## src/rtl/pipe_pkg.sv

```systemverilog
// Shared types and constants for the RV32I pipeline register bank.
// Stage payload structs exclude the opaque control bundle, whose width is a top-level parameter.
package pipe_pkg;

  localparam logic [31:0] NOP_INSTR        = 32'h0000_0013;
  localparam logic [31:0] DEFAULT_RESET_PC = 32'h0000_0000;

  typedef struct packed {
    logic [31:0] instr;
    logic [31:0] pc;
    logic [31:0] pc_plus4;
    logic        valid;
  } if_id_t;

  typedef struct packed {
    logic        reg_write;
    logic        valid;
    logic [31:0] rd1;
    logic [31:0] rd2;
    logic [31:0] imm_ext;
    logic [31:0] pc;
    logic [31:0] pc_plus4;
    logic [4:0]  rs1;
    logic [4:0]  rs2;
    logic [4:0]  rd;
  } id_ex_t;

  typedef struct packed {
    logic        reg_write;
    logic        valid;
    logic [31:0] alu_result;
    logic [31:0] write_data;
    logic [31:0] pc_plus4;
    logic [4:0]  rd;
  } ex_mem_t;

  typedef struct packed {
    logic        reg_write;
    logic        valid;
    logic [31:0] alu_result;
    logic [31:0] read_data;
    logic [31:0] pc_plus4;
    logic [4:0]  rd;
  } mem_wb_t;

  localparam if_id_t IF_ID_BUBBLE = '{instr: NOP_INSTR, pc: 32'h0, pc_plus4: 32'h0, valid: 1'b0};

endpackage

```

## src/rtl/pipe_stage_reg.sv

```systemverilog
// Generic pipeline stage register: clr loads the bubble value and wins over en; en low holds.
module pipe_stage_reg #(
  parameter int W = 1
) (
  input  logic         clk,
  input  logic         rst,
  input  logic         en,
  input  logic         clr,
  input  logic [W-1:0] d_in,
  input  logic [W-1:0] bubble,
  output logic [W-1:0] q_out
);

  logic [W-1:0] data_d;
  logic [W-1:0] data_q;

  // next-state select: bubble, capture or hold
  always_comb begin
    data_d = data_q;
    if (clr) begin
      data_d = bubble;
    end else if (en) begin
      data_d = d_in;
    end else begin
      data_d = data_q;
    end
  end

  // stage storage with synchronous reset to the bubble value
  always_ff @(posedge clk) begin
    if (rst) begin
      data_q <= bubble;
    end else begin
      data_q <= data_d;
    end
  end

  assign q_out = data_q;

endmodule

```

## src/rtl/pipeline_regs.sv

```systemverilog
// PC, IF/ID, ID/EX, EX/MEM and MEM/WB registers of the 5-stage RV32I core,
// driven by the hazard unit's stall/flush controls, plus retire/bubble counters.
module pipeline_regs
  import pipe_pkg::*;
#(
  parameter logic [31:0] RESET_PC = DEFAULT_RESET_PC,
  parameter int          CTRL_W   = 8,
  parameter int          CNT_W    = 32
) (
  input  logic              clk,
  input  logic              rst,
  input  logic              stallF,
  input  logic              stallD,
  input  logic              flushD,
  input  logic              flushE,
  input  logic [31:0]       pcNextF,
  output logic [31:0]       pcF,
  input  logic [31:0]       instrF,
  input  logic [31:0]       pcPlus4F,
  output logic [31:0]       instrD,
  output logic [31:0]       pcD,
  output logic [31:0]       pcPlus4D,
  output logic              validD,
  output logic [4:0]        rs1D,
  output logic [4:0]        rs2D,
  input  logic              regWriteD,
  input  logic [CTRL_W-1:0] ctrlD,
  input  logic [31:0]       rd1D,
  input  logic [31:0]       rd2D,
  input  logic [31:0]       immExtD,
  input  logic [4:0]        rdD,
  output logic              regWriteE,
  output logic              validE,
  output logic [CTRL_W-1:0] ctrlE,
  output logic [31:0]       rd1E,
  output logic [31:0]       rd2E,
  output logic [31:0]       immExtE,
  output logic [31:0]       pcE,
  output logic [31:0]       pcPlus4E,
  output logic [4:0]        rs1E,
  output logic [4:0]        rs2E,
  output logic [4:0]        rdE,
  input  logic [31:0]       aluResultE,
  input  logic [31:0]       writeDataE,
  output logic              regWriteM,
  output logic              validM,
  output logic [CTRL_W-1:0] ctrlM,
  output logic [31:0]       aluResultM,
  output logic [31:0]       writeDataM,
  output logic [31:0]       pcPlus4M,
  output logic [4:0]        rdM,
  input  logic [31:0]       readDataM,
  output logic              regWriteW,
  output logic              validW,
  output logic [CTRL_W-1:0] ctrlW,
  output logic [31:0]       aluResultW,
  output logic [31:0]       readDataW,
  output logic [31:0]       pcPlus4W,
  output logic [4:0]        rdW,
  output logic [CNT_W-1:0]  retiredCount,
  output logic [CNT_W-1:0]  bubbleCount
);

  localparam int IF_ID_W  = $bits(if_id_t);
  localparam int ID_EX_W  = $bits(id_ex_t) + CTRL_W;
  localparam int EX_MEM_W = $bits(ex_mem_t) + CTRL_W;
  localparam int MEM_WB_W = $bits(mem_wb_t) + CTRL_W;

  logic [31:0]      pc_d, pc_q;
  logic [CNT_W-1:0] retired_d, retired_q;
  logic [CNT_W-1:0] bubble_d, bubble_q;

  if_id_t  if_id_d, if_id_q;
  id_ex_t  id_ex_d, id_ex_q;
  ex_mem_t ex_mem_d, ex_mem_q;
  mem_wb_t mem_wb_d, mem_wb_q;
  logic [CTRL_W-1:0] ctrl_e_q, ctrl_m_q, ctrl_w_q;

  // PC next-state and perf counter increments
  always_comb begin
    pc_d      = pc_q;
    retired_d = retired_q;
    bubble_d  = bubble_q;
    if (stallF) begin
      pc_d = pc_q;
    end else begin
      pc_d = pcNextF;
    end
    if (mem_wb_q.valid) begin
      retired_d = retired_q + CNT_W'(1);
    end else begin
      bubble_d = bubble_q + CNT_W'(1);
    end
  end

  // PC and counter storage
  always_ff @(posedge clk) begin
    if (rst) begin
      pc_q      <= RESET_PC;
      retired_q <= '0;
      bubble_q  <= '0;
    end else begin
      pc_q      <= pc_d;
      retired_q <= retired_d;
      bubble_q  <= bubble_d;
    end
  end

  // stage payloads; a bubble in D never requests a write in E
  always_comb begin
    if_id_d = '{instr: instrF, pc: pc_q, pc_plus4: pcPlus4F, valid: 1'b1};

    id_ex_d = '{reg_write: regWriteD & if_id_q.valid, valid: if_id_q.valid,
                rd1: rd1D, rd2: rd2D, imm_ext: immExtD,
                pc: if_id_q.pc, pc_plus4: if_id_q.pc_plus4,
                rs1: if_id_q.instr[19:15], rs2: if_id_q.instr[24:20], rd: rdD};

    ex_mem_d = '{reg_write: id_ex_q.reg_write, valid: id_ex_q.valid,
                 alu_result: aluResultE, write_data: writeDataE,
                 pc_plus4: id_ex_q.pc_plus4, rd: id_ex_q.rd};

    mem_wb_d = '{reg_write: ex_mem_q.reg_write, valid: ex_mem_q.valid,
                 alu_result: ex_mem_q.alu_result, read_data: readDataM,
                 pc_plus4: ex_mem_q.pc_plus4, rd: ex_mem_q.rd};
  end

  pipe_stage_reg #(.W(IF_ID_W)) u_if_id (
    .clk(clk), .rst(rst), .en(~stallD), .clr(flushD),
    .d_in(if_id_d), .bubble(IF_ID_BUBBLE), .q_out(if_id_q)
  );

  pipe_stage_reg #(.W(ID_EX_W)) u_id_ex (
    .clk(clk), .rst(rst), .en(1'b1), .clr(flushE),
    .d_in({ctrlD, id_ex_d}), .bubble({ID_EX_W{1'b0}}), .q_out({ctrl_e_q, id_ex_q})
  );

  pipe_stage_reg #(.W(EX_MEM_W)) u_ex_mem (
    .clk(clk), .rst(rst), .en(1'b1), .clr(1'b0),
    .d_in({ctrl_e_q, ex_mem_d}), .bubble({EX_MEM_W{1'b0}}), .q_out({ctrl_m_q, ex_mem_q})
  );

  pipe_stage_reg #(.W(MEM_WB_W)) u_mem_wb (
    .clk(clk), .rst(rst), .en(1'b1), .clr(1'b0),
    .d_in({ctrl_m_q, mem_wb_d}), .bubble({MEM_WB_W{1'b0}}), .q_out({ctrl_w_q, mem_wb_q})
  );

  assign pcF          = pc_q;
  assign instrD       = if_id_q.instr;
  assign pcD          = if_id_q.pc;
  assign pcPlus4D     = if_id_q.pc_plus4;
  assign validD       = if_id_q.valid;
  assign rs1D         = if_id_q.instr[19:15];
  assign rs2D         = if_id_q.instr[24:20];

  assign regWriteE    = id_ex_q.reg_write;
  assign validE       = id_ex_q.valid;
  assign ctrlE        = ctrl_e_q;
  assign rd1E         = id_ex_q.rd1;
  assign rd2E         = id_ex_q.rd2;
  assign immExtE      = id_ex_q.imm_ext;
  assign pcE          = id_ex_q.pc;
  assign pcPlus4E     = id_ex_q.pc_plus4;
  assign rs1E         = id_ex_q.rs1;
  assign rs2E         = id_ex_q.rs2;
  assign rdE          = id_ex_q.rd;

  assign regWriteM    = ex_mem_q.reg_write;
  assign validM       = ex_mem_q.valid;
  assign ctrlM        = ctrl_m_q;
  assign aluResultM   = ex_mem_q.alu_result;
  assign writeDataM   = ex_mem_q.write_data;
  assign pcPlus4M     = ex_mem_q.pc_plus4;
  assign rdM          = ex_mem_q.rd;

  assign regWriteW    = mem_wb_q.reg_write;
  assign validW       = mem_wb_q.valid;
  assign ctrlW        = ctrl_w_q;
  assign aluResultW   = mem_wb_q.alu_result;
  assign readDataW    = mem_wb_q.read_data;
  assign pcPlus4W     = mem_wb_q.pc_plus4;
  assign rdW          = mem_wb_q.rd;

  assign retiredCount = retired_q;
  assign bubbleCount  = bubble_q;

endmodule

```

## config.mk

```make
export PLATFORM = sky130hd
export DESIGN_NAME = pipeline_regs
export DESIGN_NICKNAME = d
export VERILOG_FILES = /design/src/rtl/pipe_pkg.sv /design/src/rtl/pipe_stage_reg.sv /design/src/rtl/pipeline_regs.sv
export SDC_FILE = /design/constraint.sdc
export NUM_CORES = 1
export LEC_CHECK = 0
export CAP_MARGIN = 5
export CORE_AREA = 2 2 360 362
export DETAILED_ROUTE_END_ITERATION = 10
export DIE_AREA = 0 0 362 364
export GPL_TIMING_DRIVEN = 0
export PLACE_DENSITY = 0.43
export SKIP_CTS_REPAIR_TIMING = 1
export SLEW_MARGIN = 40
export SYNTH_ARGS = -nofsm -noshare
export SYNTH_HDL_FRONTEND = slang
export SYNTH_SLANG_ARGS = --single-unit
```

## constraint.sdc

```tcl
create_clock -name clk -period 1.5 [get_ports clk]
set_input_delay 0.225 -clock clk [delete_from_list [all_inputs] [get_ports clk]]
set_output_delay 0.225 -clock clk [all_outputs]
set_load 0.05 [all_outputs]
```

# Word level (Yosys, flattened, before mapping)
# Index checks and enable logic that the tools add are counted.
[op_classes]
n_bitwise = 1
reduce_logical = 2
addsub = 2
[ops]
columns = ["operator", "count"]
rows = [
  ["adder 32 x 1 -> 32 bit, second input constant", 2],
  ["OR reduction 2 bit", 2],
  ["AND 1 bit", 1],
]
[totals]
inputBits = 308
out_inout_bits = 610
word_cells = 12
regBits = 600

# Depth between registers and ports, before layout
[depth]
word_depth = 1
depth_mapped = 8
ltp_nobuf = 6

# Hierarchy
# A second synthesis with hierarchy kept.
[hier_totals]
hier_cells = 1530
hier_area_um2 = 26507.9
[modules_own_cells]
columns = ["mod", "seq_area_each_um2", "area_each_um2", "n_inst", "cells_each"]
rows = [
  ["pipe_stage_reg at u_ex_mem ...", 3333.2, 5153.7, 2, 236],
  ["pipe_stage_reg at u_id_ex", 5555.3, 7862.5, 1, 392],
  ["pipe_stage_reg at u_if_id", 2912.8, 4210.3, 1, 206],
  ["pipeline_regs", 1921.8, 4127.7, 1, 460],
]

# Least setup slack after synthesis
# No wires, ideal clock.
[synth_path]
path_kind = "register to register"
from = "reg retired_q[0], in the netlist retiredCount[0]"
to = "reg retired_q[30], in the netlist retiredCount[30]"
synth_period_minus_slack_ns = 2.097
slack_ns = -0.597
t_arrival_ns = 1.976
path_stages_with_launch = 7
setup_ns = 0.121
required_time_ns = 1.379
path_buffers = 0
cell_sequence = "dfxtp_1 ha_1 and3_1 nand3_1 nor3_1 nand3_1 mux2_2"
[synth_via]
elab_chain_len = 1
[synth_lines]
columns = ["item", "line_no", "rtl"]
rows = [
  ["start, declared", "pipeline_regs.sv:70", "logic [CNT_W-1:0] retired_d, retired_q;"],
  ["start signal, assigned", "pipeline_regs.sv:104", "retired_q <= retired_d;"],
  ["adder 32 x 1 -> 32 bit", "pipeline_regs.sv:90", "retired_d = retired_q + CNT_W'(1);"],
]
# No other way between the ends.
# A chain may end at the register's enable or synchronous reset.

==> flow_summary.toml <==
[yosys]
synth_ff_type = "dfxtp_1"
synth_top_cell_area_share = 0.6369
yosys-top-cells-area = "dfxtp_1 64%, nor2b_1 7.5%, mux2i_1 6.9%"
synth_warnings = 0
synth_edf_count = 0
avgSynthCellArea_um2 = 11.17
synth.ff_latch_count = 600
post-synth-top-count-cell = "dfxtp_1"
yosysTopAreaCell = "dfxtp_1"
synth_area_um2 = 18860
ys_seq_area_frac = 0.6369
syn_inst = 1689
async_flop_share = 0
synth_top_cells_by_count = "600 x dfxtp_1, 225 x nor2b_1, 190 x nor2_1"
synth_cell_types = 38
syn_nets = 1999

[flow_run]
drv_cap = 0

[setup_path]
start_kind = "flop"
endpoint_kind = "flop"
arrival_ns = 2.25
crit_type = "reg -> reg"
critPathRequiredTime_ns = 2.09
path_max_fanout = 6

[run_status]
violations = "setup timing"
outcome = "complete, but fails checks"

[clock_tree]
cts_root_buf = "clkbuf_16"
insertion_delay_ns = 0.67
cts_tree = "built"
htreeDepth = 3
clock_sinks = 600
clk_pin_slew_ns = 0.06
cts_max_path_buffers = 3
cts_buffers = 77

[timing]
skew_ns = 0.02711
slew_viol_final = 0
max_slew_margin = 0.4406
hold_viol = 0
rsz0062_at_grt = "yes"
fin_crit_ns = 1.659
timing.fmax_mhz = 602.8
fin_crit_sh = 1.106
setup_violations = 61
setup_ws_ns = -0.1590
worst_pin_slew_ns = 0.8390

[die]
ios = 918
dieArea_um2 = 131800
dieWidth_um = 362
start_util = 0.1470
rows = 132
core_um2 = 128300
die_y_um = 364

[place]
dp_hpwl_um = 68370
placed_cells = 4279
io_buffers = 914
gp_congestion = 0.7656
pre_cts_slack_ns = -1.482

[pwr]
power_density_nw_per_um2 = 1170
cellLeakagePower_nw = 14.73
ir_worst_vdd_v = 0.0007399

[final_layout]
drive_gt1_frac = 0.4234
fin_util = 0.2703
nets = 3038
final_cell_count_no_fill = 4470
fill_cells = 13630
area_growth_pct = 83.91

[drt]
wirelength_um = 86560
viasPerCell = 3.419
vias = 15280
ant_nets = 0
wl_per_cell_um = 19.36
drt-pass1-iter-count = 4
drc = 0
drt_iter0_drc = 468

[global_route]
antenna_found_initial = 14
gr-total-overflow = 0
grt_first_pass_wirelength_um = 116400
grt_max_degree = 13
grtUsageTotal = 0.1255
grt_pass1_vias = 15360

[worst_hold_path]
hp-class = "in -> reg"
[final timing paths]
path                                   from  cells past startpoint                       endpoint  slack (ns)
max          u_mem_wb.q_out[101]$_SDFF_PP0_                      5   bubbleCount[31]$_SDFFE_PP0N_       -0.16
min                           readDataM[25]                      2  u_mem_wb.q_out[62]$_SDFF_PP0_        0.10
max reg2reg  u_mem_wb.q_out[101]$_SDFF_PP0_                      5   bubbleCount[31]$_SDFFE_PP0N_       -0.16
min reg2reg    u_id_ex.q_out[19]$_SDFF_PP0_                      1   u_ex_mem.q_out[9]$_SDFF_PP0_        0.46
[routing by layer]
metal	vias up	wire length, µm	global-route usage	part of all wire
met1	7159	31470	0.1314	0.36
li1	7407	-	-	-
met5	-	18	0	0.00021
met3	117	7864	0.04917	0.091
met4	4	2382	0.04404	0.028
met2	594	44830	0.2272	0.52
[cell families after synthesis]
family	after synthesis	share of synthesized area
AO/OA/AOI/OAI	11	0.003185
XOR/XNOR	56	0.02601
adder cells (fa/ha/maj)	2	0.001327
buffers and inverters	175	0.05195
flip-flops	600	0.6369
multiplexers	131	0.06959
AND/OR/NAND/NOR	714	0.2110
[worst max-delay path: stages (launching register included)]
cell      delay [ns]
dfxtp_4         0.38
nand4b_1        0.30
nor2_4          0.25
nand3_2         0.12
or4_4           0.42
a21oi_2         0.12
[layout by cell type, fill, tap and decap left out, types with 6 or more instances in the layout]
| master | instances |
|---|---|
| clkbuf_1 | 60 |
| clkbuf_4 | 157 |
| nor2_1 | 186 |
| nor3_4 | 8 |
| xor2_1 | 32 |
| nand3_2 | 7 |
| bufinv_16 | 6 |
| buf_6 | 202 |
| clkinv_2 | 7 |
| dfxtp_2 | 136 |
| nand3_1 | 12 |
| dfxtp_1 | 380 |
| mux2i_1 | 130 |
| clkbuf_16 | 80 |
| and3_1 | 9 |
| nand2_1 | 16 |
| clkbuf_2 | 28 |
| diode_2 | 6 |
| nand4_1 | 25 |
| dfxtp_4 | 84 |
| nor2b_1 | 224 |
| clkbuf_8 | 14 |
| nor4_4 | 6 |
| buf_2 | 9 |
| buf_12 | 57 |
| and2_1 | 185 |
| xnor2_1 | 22 |
| buf_8 | 91 |
| buf_4 | 239 |
| clkdlybuf4s50_1 | 304 |
[area by class of cell]
type,count,area (µm²),share of cell area
clock inverters,26,369.1,0.01064
diodes,6,15.01,0.0004329
multi-input cells,914,6243,0.1800
clock buffers,114,2270,0.06544
repair buffers,1001,10250,0.2957
flip-flops and latches,600,12500,0.3603
inverters,5,18.77,0.0005411
plain buffers,129,919.6,0.02652
well taps,1675,2096,0.06043
[registers in the layout (all words and copies together) (netlist names)]
name	count
u_if_id.q_out	97
pcF	32
retiredCount	32
u_mem_wb.q_out	111
u_ex_mem.q_out	111
u_id_ex.q_out	185
bubbleCount	32
[stage by stage]
stage               area, µm²  power, mW  setup TNS [ns]  hold slack (ns)
floorplan               19140      19.34          -1.556           0.2961
global placement        30390      21.69         -847.08           0.4421
detailed placement      30430      21.71         -484.09           0.4497
CTS                     33070      41.44         -509.23          -0.1233
global route            34670      42.29          -11.06          0.05438
finish                  34680      40.56          -3.429           0.1045
[power breakdown]
part | switching, mW | internal, mW
clock | 7.62 | 11.6
combinational | 2.79 | 1.95
sequential | 0.286 | 16.3
Power figures use the tool's default switching activity.
